`src/rtl/axi4_lite_pkg.sv`:
```
// Shared AXI4-Lite definitions: response codes, master FSM states and default widths.
package axi4_lite_pkg;

  localparam int unsigned DEF_ADDR_W   = 32;
  localparam int unsigned DEF_DATA_W   = 32;
  localparam int unsigned DEF_ERRCNT_W = 16;

  typedef enum logic [1:0] {
    OKAY   = 2'b00,
    EXOKAY = 2'b01,
    SLVERR = 2'b10,
    DECERR = 2'b11
  } resp_e;

  typedef enum logic [2:0] {
    IDLE,
    WR_ADDR_DATA,
    WR_RESP,
    RD_ADDR,
    RD_DATA,
    RESP
  } state_e;

  // SLVERR and DECERR both carry resp[1] = 1.
  function automatic logic is_err(input logic [1:0] resp);
    return resp[1];
  endfunction

endpackage

```
`src/rtl/axi4_lite_master_cmd_if.sv`:
```
// AXI4-Lite bus bundle between the command master and a 32-bit register slave.
interface axi4_lite_master_cmd_if
  import axi4_lite_pkg::*;
#(
  parameter int unsigned ADDR_W = DEF_ADDR_W,
  parameter int unsigned DATA_W = DEF_DATA_W
) ();

  logic [ADDR_W-1:0]   M_AXI_AWADDR;
  logic [2:0]          M_AXI_AWPROT;
  logic                M_AXI_AWVALID;
  logic                M_AXI_AWREADY;
  logic [DATA_W-1:0]   M_AXI_WDATA;
  logic [DATA_W/8-1:0] M_AXI_WSTRB;
  logic                M_AXI_WVALID;
  logic                M_AXI_WREADY;
  logic [1:0]          M_AXI_BRESP;
  logic                M_AXI_BVALID;
  logic                M_AXI_BREADY;
  logic [ADDR_W-1:0]   M_AXI_ARADDR;
  logic [2:0]          M_AXI_ARPROT;
  logic                M_AXI_ARVALID;
  logic                M_AXI_ARREADY;
  logic [DATA_W-1:0]   M_AXI_RDATA;
  logic [1:0]          M_AXI_RRESP;
  logic                M_AXI_RVALID;
  logic                M_AXI_RREADY;

  modport master (
    output M_AXI_AWADDR, M_AXI_AWPROT, M_AXI_AWVALID,
    input  M_AXI_AWREADY,
    output M_AXI_WDATA, M_AXI_WSTRB, M_AXI_WVALID,
    input  M_AXI_WREADY,
    input  M_AXI_BRESP, M_AXI_BVALID,
    output M_AXI_BREADY,
    output M_AXI_ARADDR, M_AXI_ARPROT, M_AXI_ARVALID,
    input  M_AXI_ARREADY,
    input  M_AXI_RDATA, M_AXI_RRESP, M_AXI_RVALID,
    output M_AXI_RREADY
  );

  modport slave (
    input  M_AXI_AWADDR, M_AXI_AWPROT, M_AXI_AWVALID,
    output M_AXI_AWREADY,
    input  M_AXI_WDATA, M_AXI_WSTRB, M_AXI_WVALID,
    output M_AXI_WREADY,
    output M_AXI_BRESP, M_AXI_BVALID,
    input  M_AXI_BREADY,
    input  M_AXI_ARADDR, M_AXI_ARPROT, M_AXI_ARVALID,
    output M_AXI_ARREADY,
    output M_AXI_RDATA, M_AXI_RRESP, M_AXI_RVALID,
    input  M_AXI_RREADY
  );

endinterface

```
`src/rtl/axi4_lite_master_cmd.sv`:
```
// Single-outstanding AXI4-Lite master: one command in, one AXI transaction, one response out.
// Keeps a saturating count of SLVERR/DECERR responses.
module axi4_lite_master_cmd
  import axi4_lite_pkg::*;
#(
  parameter int unsigned ADDR_W   = DEF_ADDR_W,
  parameter int unsigned DATA_W   = DEF_DATA_W,
  parameter int unsigned ERRCNT_W = DEF_ERRCNT_W
) (
  input  logic                aclk,
  input  logic                areset,
  input  logic                cmd_valid,
  output logic                cmd_ready,
  input  logic                cmd_write,
  input  logic [ADDR_W-1:0]   cmd_addr,
  input  logic [2:0]          cmd_prot,
  input  logic [DATA_W-1:0]   cmd_wdata,
  input  logic [DATA_W/8-1:0] cmd_wstrb,
  output logic                rsp_valid,
  input  logic                rsp_ready,
  output logic                rsp_write,
  output logic [DATA_W-1:0]   rsp_rdata,
  output logic [1:0]          rsp_resp,
  output logic [ERRCNT_W-1:0] err_count,
  axi4_lite_master_cmd_if.master m_axi
);

  state_e state, state_d;
  logic   aw_done, w_done, aw_done_d, w_done_d;
  logic   cmd_hs, aw_hs, w_hs, b_hs, ar_hs, r_hs, rsp_hs;
  logic   resp_take;
  logic [1:0] resp_in;

  assign cmd_hs = cmd_valid & cmd_ready;
  assign aw_hs  = m_axi.M_AXI_AWVALID & m_axi.M_AXI_AWREADY;
  assign w_hs   = m_axi.M_AXI_WVALID  & m_axi.M_AXI_WREADY;
  assign b_hs   = m_axi.M_AXI_BREADY  & m_axi.M_AXI_BVALID;
  assign ar_hs  = m_axi.M_AXI_ARVALID & m_axi.M_AXI_ARREADY;
  assign r_hs   = m_axi.M_AXI_RREADY  & m_axi.M_AXI_RVALID;
  assign rsp_hs = rsp_valid & rsp_ready;

  always_comb begin
    state_d   = state;
    aw_done_d = aw_done;
    w_done_d  = w_done;
    unique case (state)
      IDLE: begin
        aw_done_d = 1'b0;
        w_done_d  = 1'b0;
        if (cmd_hs) state_d = cmd_write ? WR_ADDR_DATA : RD_ADDR;
      end
      WR_ADDR_DATA: begin
        aw_done_d = aw_done | aw_hs;
        w_done_d  = w_done  | w_hs;
        if (aw_done_d && w_done_d) state_d = WR_RESP;
      end
      WR_RESP: if (b_hs)   state_d = RESP;
      RD_ADDR: if (ar_hs)  state_d = RD_DATA;
      RD_DATA: if (r_hs)   state_d = RESP;
      RESP:    if (rsp_hs) state_d = IDLE;
      default: state_d = IDLE;
    endcase
  end

  always_ff @(posedge aclk) begin
    if (areset) begin
      state   <= IDLE;
      aw_done <= 1'b0;
      w_done  <= 1'b0;
    end else begin
      state   <= state_d;
      aw_done <= aw_done_d;
      w_done  <= w_done_d;
    end
  end

  // Handshake outputs are registered from the next-state so each one lines up with its state.
  always_ff @(posedge aclk) begin
    if (areset) begin
      cmd_ready           <= 1'b1;
      rsp_valid           <= 1'b0;
      m_axi.M_AXI_AWVALID <= 1'b0;
      m_axi.M_AXI_WVALID  <= 1'b0;
      m_axi.M_AXI_BREADY  <= 1'b0;
      m_axi.M_AXI_ARVALID <= 1'b0;
      m_axi.M_AXI_RREADY  <= 1'b0;
    end else begin
      cmd_ready           <= (state_d == IDLE);
      rsp_valid           <= (state_d == RESP);
      m_axi.M_AXI_AWVALID <= (state_d == WR_ADDR_DATA) && !aw_done_d;
      m_axi.M_AXI_WVALID  <= (state_d == WR_ADDR_DATA) && !w_done_d;
      m_axi.M_AXI_BREADY  <= (state_d == WR_RESP);
      m_axi.M_AXI_ARVALID <= (state_d == RD_ADDR);
      m_axi.M_AXI_RREADY  <= (state_d == RD_DATA);
    end
  end

  always_ff @(posedge aclk) begin
    if (areset) begin
      m_axi.M_AXI_AWADDR <= '0;
      m_axi.M_AXI_AWPROT <= '0;
      m_axi.M_AXI_WDATA  <= '0;
      m_axi.M_AXI_WSTRB  <= '0;
      m_axi.M_AXI_ARADDR <= '0;
      m_axi.M_AXI_ARPROT <= '0;
    end else if (cmd_hs) begin
      if (cmd_write) begin
        m_axi.M_AXI_AWADDR <= cmd_addr;
        m_axi.M_AXI_AWPROT <= cmd_prot;
        m_axi.M_AXI_WDATA  <= cmd_wdata;
        m_axi.M_AXI_WSTRB  <= cmd_wstrb;
      end else begin
        m_axi.M_AXI_ARADDR <= cmd_addr;
        m_axi.M_AXI_ARPROT <= cmd_prot;
      end
    end
  end

  always_ff @(posedge aclk) begin
    if (areset) begin
      rsp_write <= 1'b0;
      rsp_rdata <= '0;
      rsp_resp  <= '0;
    end else if (b_hs) begin
      rsp_write <= 1'b1;
      rsp_rdata <= '0;
      rsp_resp  <= m_axi.M_AXI_BRESP;
    end else if (r_hs) begin
      rsp_write <= 1'b0;
      rsp_rdata <= m_axi.M_AXI_RDATA;
      rsp_resp  <= m_axi.M_AXI_RRESP;
    end
  end

  assign resp_take = b_hs | r_hs;
  assign resp_in   = b_hs ? m_axi.M_AXI_BRESP : m_axi.M_AXI_RRESP;

  always_ff @(posedge aclk) begin
    if (areset) begin
      err_count <= '0;
    end else if (resp_take && is_err(resp_in) && (err_count != '1)) begin
      err_count <= err_count + ERRCNT_W'(1);
    end
  end

endmodule

```
`src/flat_wrapper.sv`:
```
// flat-port wrapper written by rule: the top's interface ports become plain ports
module axi4_lite_master_cmd_flat import axi4_lite_pkg::*;
#(
  parameter int unsigned ADDR_W   = DEF_ADDR_W,
  parameter int unsigned DATA_W   = DEF_DATA_W,
  parameter int unsigned ERRCNT_W = DEF_ERRCNT_W
)
  (aclk, areset, cmd_valid, cmd_ready, cmd_write, cmd_addr, cmd_prot, cmd_wdata, cmd_wstrb, rsp_valid, rsp_ready, rsp_write, rsp_rdata, rsp_resp, err_count, m_axi_M_AXI_AWADDR, m_axi_M_AXI_AWPROT, m_axi_M_AXI_AWVALID, m_axi_M_AXI_AWREADY, m_axi_M_AXI_WDATA, m_axi_M_AXI_WSTRB, m_axi_M_AXI_WVALID, m_axi_M_AXI_WREADY, m_axi_M_AXI_BRESP, m_axi_M_AXI_BVALID, m_axi_M_AXI_BREADY, m_axi_M_AXI_ARADDR, m_axi_M_AXI_ARPROT, m_axi_M_AXI_ARVALID, m_axi_M_AXI_ARREADY, m_axi_M_AXI_RDATA, m_axi_M_AXI_RRESP, m_axi_M_AXI_RVALID, m_axi_M_AXI_RREADY);
  axi4_lite_master_cmd_if #(.ADDR_W(ADDR_W), .DATA_W(DATA_W)) m_axi_i ();
  input  logic aclk;
  input  logic areset;
  input  logic cmd_valid;
  output logic cmd_ready;
  input  logic cmd_write;
  input  logic [ADDR_W-1:0] cmd_addr;
  input  logic [2:0] cmd_prot;
  input  logic [DATA_W-1:0] cmd_wdata;
  input  logic [DATA_W/8-1:0] cmd_wstrb;
  output logic rsp_valid;
  input  logic rsp_ready;
  output logic rsp_write;
  output logic [DATA_W-1:0] rsp_rdata;
  output logic [1:0] rsp_resp;
  output logic [ERRCNT_W-1:0] err_count;
  output wire logic [$bits(m_axi_i.M_AXI_AWADDR)-1:0] m_axi_M_AXI_AWADDR;
  output wire logic [$bits(m_axi_i.M_AXI_AWPROT)-1:0] m_axi_M_AXI_AWPROT;
  output wire logic [$bits(m_axi_i.M_AXI_AWVALID)-1:0] m_axi_M_AXI_AWVALID;
  input wire logic [$bits(m_axi_i.M_AXI_AWREADY)-1:0] m_axi_M_AXI_AWREADY;
  output wire logic [$bits(m_axi_i.M_AXI_WDATA)-1:0] m_axi_M_AXI_WDATA;
  output wire logic [$bits(m_axi_i.M_AXI_WSTRB)-1:0] m_axi_M_AXI_WSTRB;
  output wire logic [$bits(m_axi_i.M_AXI_WVALID)-1:0] m_axi_M_AXI_WVALID;
  input wire logic [$bits(m_axi_i.M_AXI_WREADY)-1:0] m_axi_M_AXI_WREADY;
  input wire logic [$bits(m_axi_i.M_AXI_BRESP)-1:0] m_axi_M_AXI_BRESP;
  input wire logic [$bits(m_axi_i.M_AXI_BVALID)-1:0] m_axi_M_AXI_BVALID;
  output wire logic [$bits(m_axi_i.M_AXI_BREADY)-1:0] m_axi_M_AXI_BREADY;
  output wire logic [$bits(m_axi_i.M_AXI_ARADDR)-1:0] m_axi_M_AXI_ARADDR;
  output wire logic [$bits(m_axi_i.M_AXI_ARPROT)-1:0] m_axi_M_AXI_ARPROT;
  output wire logic [$bits(m_axi_i.M_AXI_ARVALID)-1:0] m_axi_M_AXI_ARVALID;
  input wire logic [$bits(m_axi_i.M_AXI_ARREADY)-1:0] m_axi_M_AXI_ARREADY;
  input wire logic [$bits(m_axi_i.M_AXI_RDATA)-1:0] m_axi_M_AXI_RDATA;
  input wire logic [$bits(m_axi_i.M_AXI_RRESP)-1:0] m_axi_M_AXI_RRESP;
  input wire logic [$bits(m_axi_i.M_AXI_RVALID)-1:0] m_axi_M_AXI_RVALID;
  output wire logic [$bits(m_axi_i.M_AXI_RREADY)-1:0] m_axi_M_AXI_RREADY;
  assign m_axi_M_AXI_AWADDR = m_axi_i.M_AXI_AWADDR;
  assign m_axi_M_AXI_AWPROT = m_axi_i.M_AXI_AWPROT;
  assign m_axi_M_AXI_AWVALID = m_axi_i.M_AXI_AWVALID;
  assign m_axi_i.M_AXI_AWREADY = m_axi_M_AXI_AWREADY;
  assign m_axi_M_AXI_WDATA = m_axi_i.M_AXI_WDATA;
  assign m_axi_M_AXI_WSTRB = m_axi_i.M_AXI_WSTRB;
  assign m_axi_M_AXI_WVALID = m_axi_i.M_AXI_WVALID;
  assign m_axi_i.M_AXI_WREADY = m_axi_M_AXI_WREADY;
  assign m_axi_i.M_AXI_BRESP = m_axi_M_AXI_BRESP;
  assign m_axi_i.M_AXI_BVALID = m_axi_M_AXI_BVALID;
  assign m_axi_M_AXI_BREADY = m_axi_i.M_AXI_BREADY;
  assign m_axi_M_AXI_ARADDR = m_axi_i.M_AXI_ARADDR;
  assign m_axi_M_AXI_ARPROT = m_axi_i.M_AXI_ARPROT;
  assign m_axi_M_AXI_ARVALID = m_axi_i.M_AXI_ARVALID;
  assign m_axi_i.M_AXI_ARREADY = m_axi_M_AXI_ARREADY;
  assign m_axi_i.M_AXI_RDATA = m_axi_M_AXI_RDATA;
  assign m_axi_i.M_AXI_RRESP = m_axi_M_AXI_RRESP;
  assign m_axi_i.M_AXI_RVALID = m_axi_M_AXI_RVALID;
  assign m_axi_M_AXI_RREADY = m_axi_i.M_AXI_RREADY;
  axi4_lite_master_cmd #(.ADDR_W(ADDR_W), .DATA_W(DATA_W), .ERRCNT_W(ERRCNT_W)) u_core (.aclk(aclk), .areset(areset), .cmd_valid(cmd_valid), .cmd_ready(cmd_ready), .cmd_write(cmd_write), .cmd_addr(cmd_addr), .cmd_prot(cmd_prot), .cmd_wdata(cmd_wdata), .cmd_wstrb(cmd_wstrb), .rsp_valid(rsp_valid), .rsp_ready(rsp_ready), .rsp_write(rsp_write), .rsp_rdata(rsp_rdata), .rsp_resp(rsp_resp), .err_count(err_count), .m_axi(m_axi_i));
endmodule
```
`config.mk`:
```
export PLATFORM = sky130hd
export DESIGN_NAME = axi4_lite_master_cmd_flat
export DESIGN_NICKNAME = d
export VERILOG_FILES = /design/src/rtl/axi4_lite_pkg.sv /design/src/rtl/axi4_lite_master_cmd_if.sv /design/src/rtl/axi4_lite_master_cmd.sv /design/src/flat_wrapper.sv
export SDC_FILE = /design/constraint.sdc
export NUM_CORES = 1
export LEC_CHECK = 0
export BUFFER_PORTS_ARGS = -buffer_cell sky130_fd_sc_hd__clkbuf_2
export CAP_MARGIN = 40
export CORE_MARGIN = 2
export CORE_UTILIZATION = 36
export CTS_CLUSTER_DIAMETER = 50
export DETAILED_ROUTE_END_ITERATION = 7
export PLACE_DENSITY = 0.67
export SLEW_MARGIN = 20
export SYNTH_ARGS = -nofsm -noshare
export SYNTH_HDL_FRONTEND = slang
export SYNTH_SLANG_ARGS = --single-unit
```
`constraint.sdc`:
```
create_clock -name aclk -period 2.1 [get_ports aclk]
set_input_delay 0 -clock aclk [delete_from_list [all_inputs] [get_ports aclk]]
set_output_delay 0 -clock aclk [all_outputs]
set_load 0.03 [all_outputs]
```
==> impl_metrics.tcl <==
set metrics [dict create \
    outcome "completed" \
    core_area_um2 16500 \
    avgRoutedWirePerCell_um 13.8 \
    critPathKind "reg -> reg" \
    via_per_inst 4.74 \
    critPathArrivalTime_ns 2.23 \
    fmax_mhz 535 \
    final-seq-area_um2 3380 \
    relSlewSlack_pct 61.5 \
    cts_made_buffers 17 \
    finClkSkew_ns 0.00835 \
    grt_pass1_wl_um 30100 \
    tightestPinTransition_ns 0.573 \
    cp_max_fo 33 \
    ctsHoldBuffers 108 \
    r2r_cells 5 \
    portBuffers 280 \
    grt_use_total_pct 20.7 \
    synth_cell_types 39 \
    drtPass1Iterations 4 \
    post_cts_buffers 0 \
    synth_seq_area_share_pct 55.7 \
    critical-path-top-delay-family "buffers and inverters" \
    netlist_instances 761 \
    cts_root_buffer "clkbuf_16" \
    drtAntennaViolNets 0 \
    r2r_end "u_core.rsp_resp[0]" \
    setup_viol 0 \
    power.density_nw_per_um2 869 \
    grt_max_degree 91 \
    num_rows 47 \
    syn-num-nets 879 \
    dieHeight_um 134 \
    cp-start-kind "flop" \
    routed_wl_um 18900 \
    syn_area_um2 6070 \
    cp_cell_sequence "and2_1 > buf_4 > nand2_1 > a311oi_1 > dlygate4sd3_1" \
    final_cell_mix "nand2_1 (288), clkbuf_2 (279), dfxtp_1 (169)" \
    rr_startpoint "u_core.m_axi.M_AXI_RREADY" \
    area_delta_synth_final_pct 54.7 \
    ys_ff_latch 169 \
    dpl_cell_area_um2 7710 \
    via_count 6478 \
    drive_gt1_share_pct 28.9 \
    final_nets 1252 \
    maxCapViolations 0 \
    ir_worst_vdd_uv 542 \
    ys_warn_count 0 \
    final_cells 1367 \
    multi_input_area_um2 2490 \
    hp-class "in -> reg" \
    critical-path-slowest-cell "dlygate4sd3_1" \
    hpwl_um 12300 \
    fp.dieW_um 134 \
    cts_tree "built" \
    ios 281 \
    drc 0 \
    place_inst 1227 \
    dieArea_um2 17900 \
    clock_path_buffers 2 \
    endpoint_kind "flop" \
    finalHoldViolations 0 \
    period_share_pct 88.9 \
    diodes 0 \
    cts_htree_levels 4 \
    place_congestion 0.802 \
    slowest_delay_ns 0.57 \
    endpoint "u_core.rsp_resp[0]" \
    leakagePower_uw 0.00403 \
    cp-startpoint "u_core.m_axi.M_AXI_RREADY" \
    clock-sinks 169 \
    layout_commonest_cell "nand2_1" \
    synth.avg_cell_area_um2 7.98 \
    first_global_vias 6207 \
    ctsResizeCount 0 \
    p_total_uw 8170 \
    fin_crit_ns 1.87 \
    rsz0062_at_grt "false" \
    overflow 0 \
    worstSetupPathDepth 5 \
    drt-initial-drc-count 216 \
    antenna_found_initial 0 \
    fin_tns_setup_ns 0 \
    clkTransAtPathRegs_ns 0.07 \
    final_cell_area_um2 9390 \
    path_buf_inv 2 \
    utilization_pct 56.8 \
    insertion_delay_ns 0.42 \
    r2r_setup_slack_ns 0.23 \
    nFillCells 1473 \
    start_util_pct 36.7 \
    slew_violations 0 \
    cp.required_ns 2.47 \
]
layer usage:
| layer | part of all wire [%] | track usage, % |
|---|---|---|
| met1 | 42 | 23.7 |
| met2 | 48 | 36.4 |
| met3 | 7.8 | 6.35 |
| met4 | 2.1 | 7.86 |
| met5 | 0 | 0 |
synth_stat cells:
cell / number / area share [%]
nor3b_1: 2 / 0.25
ha_1: 1 / 0.21
nor4_1: 5 / 0.52
nor2_1: 27 / 1.7
nor4_4: 1 / 0.35
a32oi_1: 1 / 0.14
nand3_1: 10 / 0.82
a21o_1: 1 / 0.12
a31oi_1: 3 / 0.31
nand4_1: 4 / 0.41
o21bai_1: 1 / 0.12
or2_2: 1 / 0.10
o2bb2ai_1: 1 / 0.14
buf_1: 1 / 0.062
nand4b_1: 1 / 0.14
o21ai_0: 6 / 0.49
and3b_1: 1 / 0.14
a21bo_2: 1 / 0.16
clkbuf_1: 44 / 2.7
a21oi_1: 143 / 12
buf_4: 1 / 0.12
xnor2_1: 14 / 2.0
buf_6: 1 / 0.19
nor3_1: 12 / 0.99
buf_2: 1 / 0.082
a32o_1: 1 / 0.16
and4_1: 3 / 0.43
inv_1: 3 / 0.19
nand3b_1: 1 / 0.12
dfxtp_1: 169 / 56
a311oi_1: 1 / 0.14
o211ai_1: 1 / 0.12
and2_1: 1 / 0.10
nand2b_1: 1 / 0.10
a211oi_1: 1 / 0.12
o41ai_1: 1 / 0.14
nand2_1: 288 / 18
and3_1: 3 / 0.31
nor4b_1: 3 / 0.43
worst min path at each step:
stage / cells after the start / slack [ns] / start / end
floorplan: 2 / 0.14 / cmd_addr[0] / u_core.m_axi.M_AXI_ARADDR[0]
global placement: 3 / 0.22 / m_axi_M_AXI_RDATA[13] / u_core.rsp_rdata[13]
detailed placement: 3 / 0.23 / m_axi_M_AXI_RDATA[27] / u_core.rsp_rdata[27]
CTS: 4 / 0.02 / m_axi_M_AXI_RRESP[1] / u_core.rsp_resp[1]
global route: 2 / 0.06 / areset / u_core.m_axi.M_AXI_ARADDR[20]
finish: 4 / 0.04 / cmd_write / u_core.m_axi.M_AXI_ARVALID
state kept, by name, summed over array words and instances, names as in the netlist, 2 cells and up:
register / cells
u_core.err_count: 16
u_core.m_axi.M_AXI_WDATA: 32
u_core.m_axi.M_AXI_AWPROT: 3
u_core.m_axi.M_AXI_AWADDR: 32
u_core.state: 3
u_core.m_axi.M_AXI_WSTRB: 4
u_core.m_axi.M_AXI_ARPROT: 3
u_core.rsp_rdata: 32
u_core.rsp_resp: 2
u_core.m_axi.M_AXI_ARADDR: 32
per-stage QoR:
stage,hold WS [ns],worst slack (ns)
detailed placement,0.230,0.279
finish,0.0392,0.233
floorplan,0.136,0.182
global placement,0.222,0.300
CTS,0.0231,0.230
global route,0.0555,0.118
report_power, final:
part           internal, µW  total [µW]  switching (µW)
clock network          1810        3170            1360
registers              3400        3530             128
logic                   529        1470             943
total                  5740        8170            2430
final cells by class:
cell class              count  area share [%]
clock inverters            14            1.74
flip-flops and latches    169            36.0
repair buffers            402            28.0
inverters                   3           0.120
clock buffers              18            4.68
well taps                 220            2.93
multi-input cells         541            26.5
cell families after synthesis:
| logic type | count (synthesis) | synth area share, % |
|---|---|---|
| AO/OA/AOI/OAI | 162 | 14.0 |
| adder cells (fa/ha/maj) | 1 | 0.206 |
| flip-flops | 169 | 55.7 |
| AND/OR/NAND/NOR | 364 | 24.7 |
| buffers and inverters | 51 | 3.36 |
| XOR/XNOR | 14 | 2.02 |
worst min-delay path: cells and delay by family:
kind,cells,cell delay [ns]
compound gates,1,0.15
buf+inv,1,0.13
simple gates,2,0.13
(Power assumes the default switching activity.)
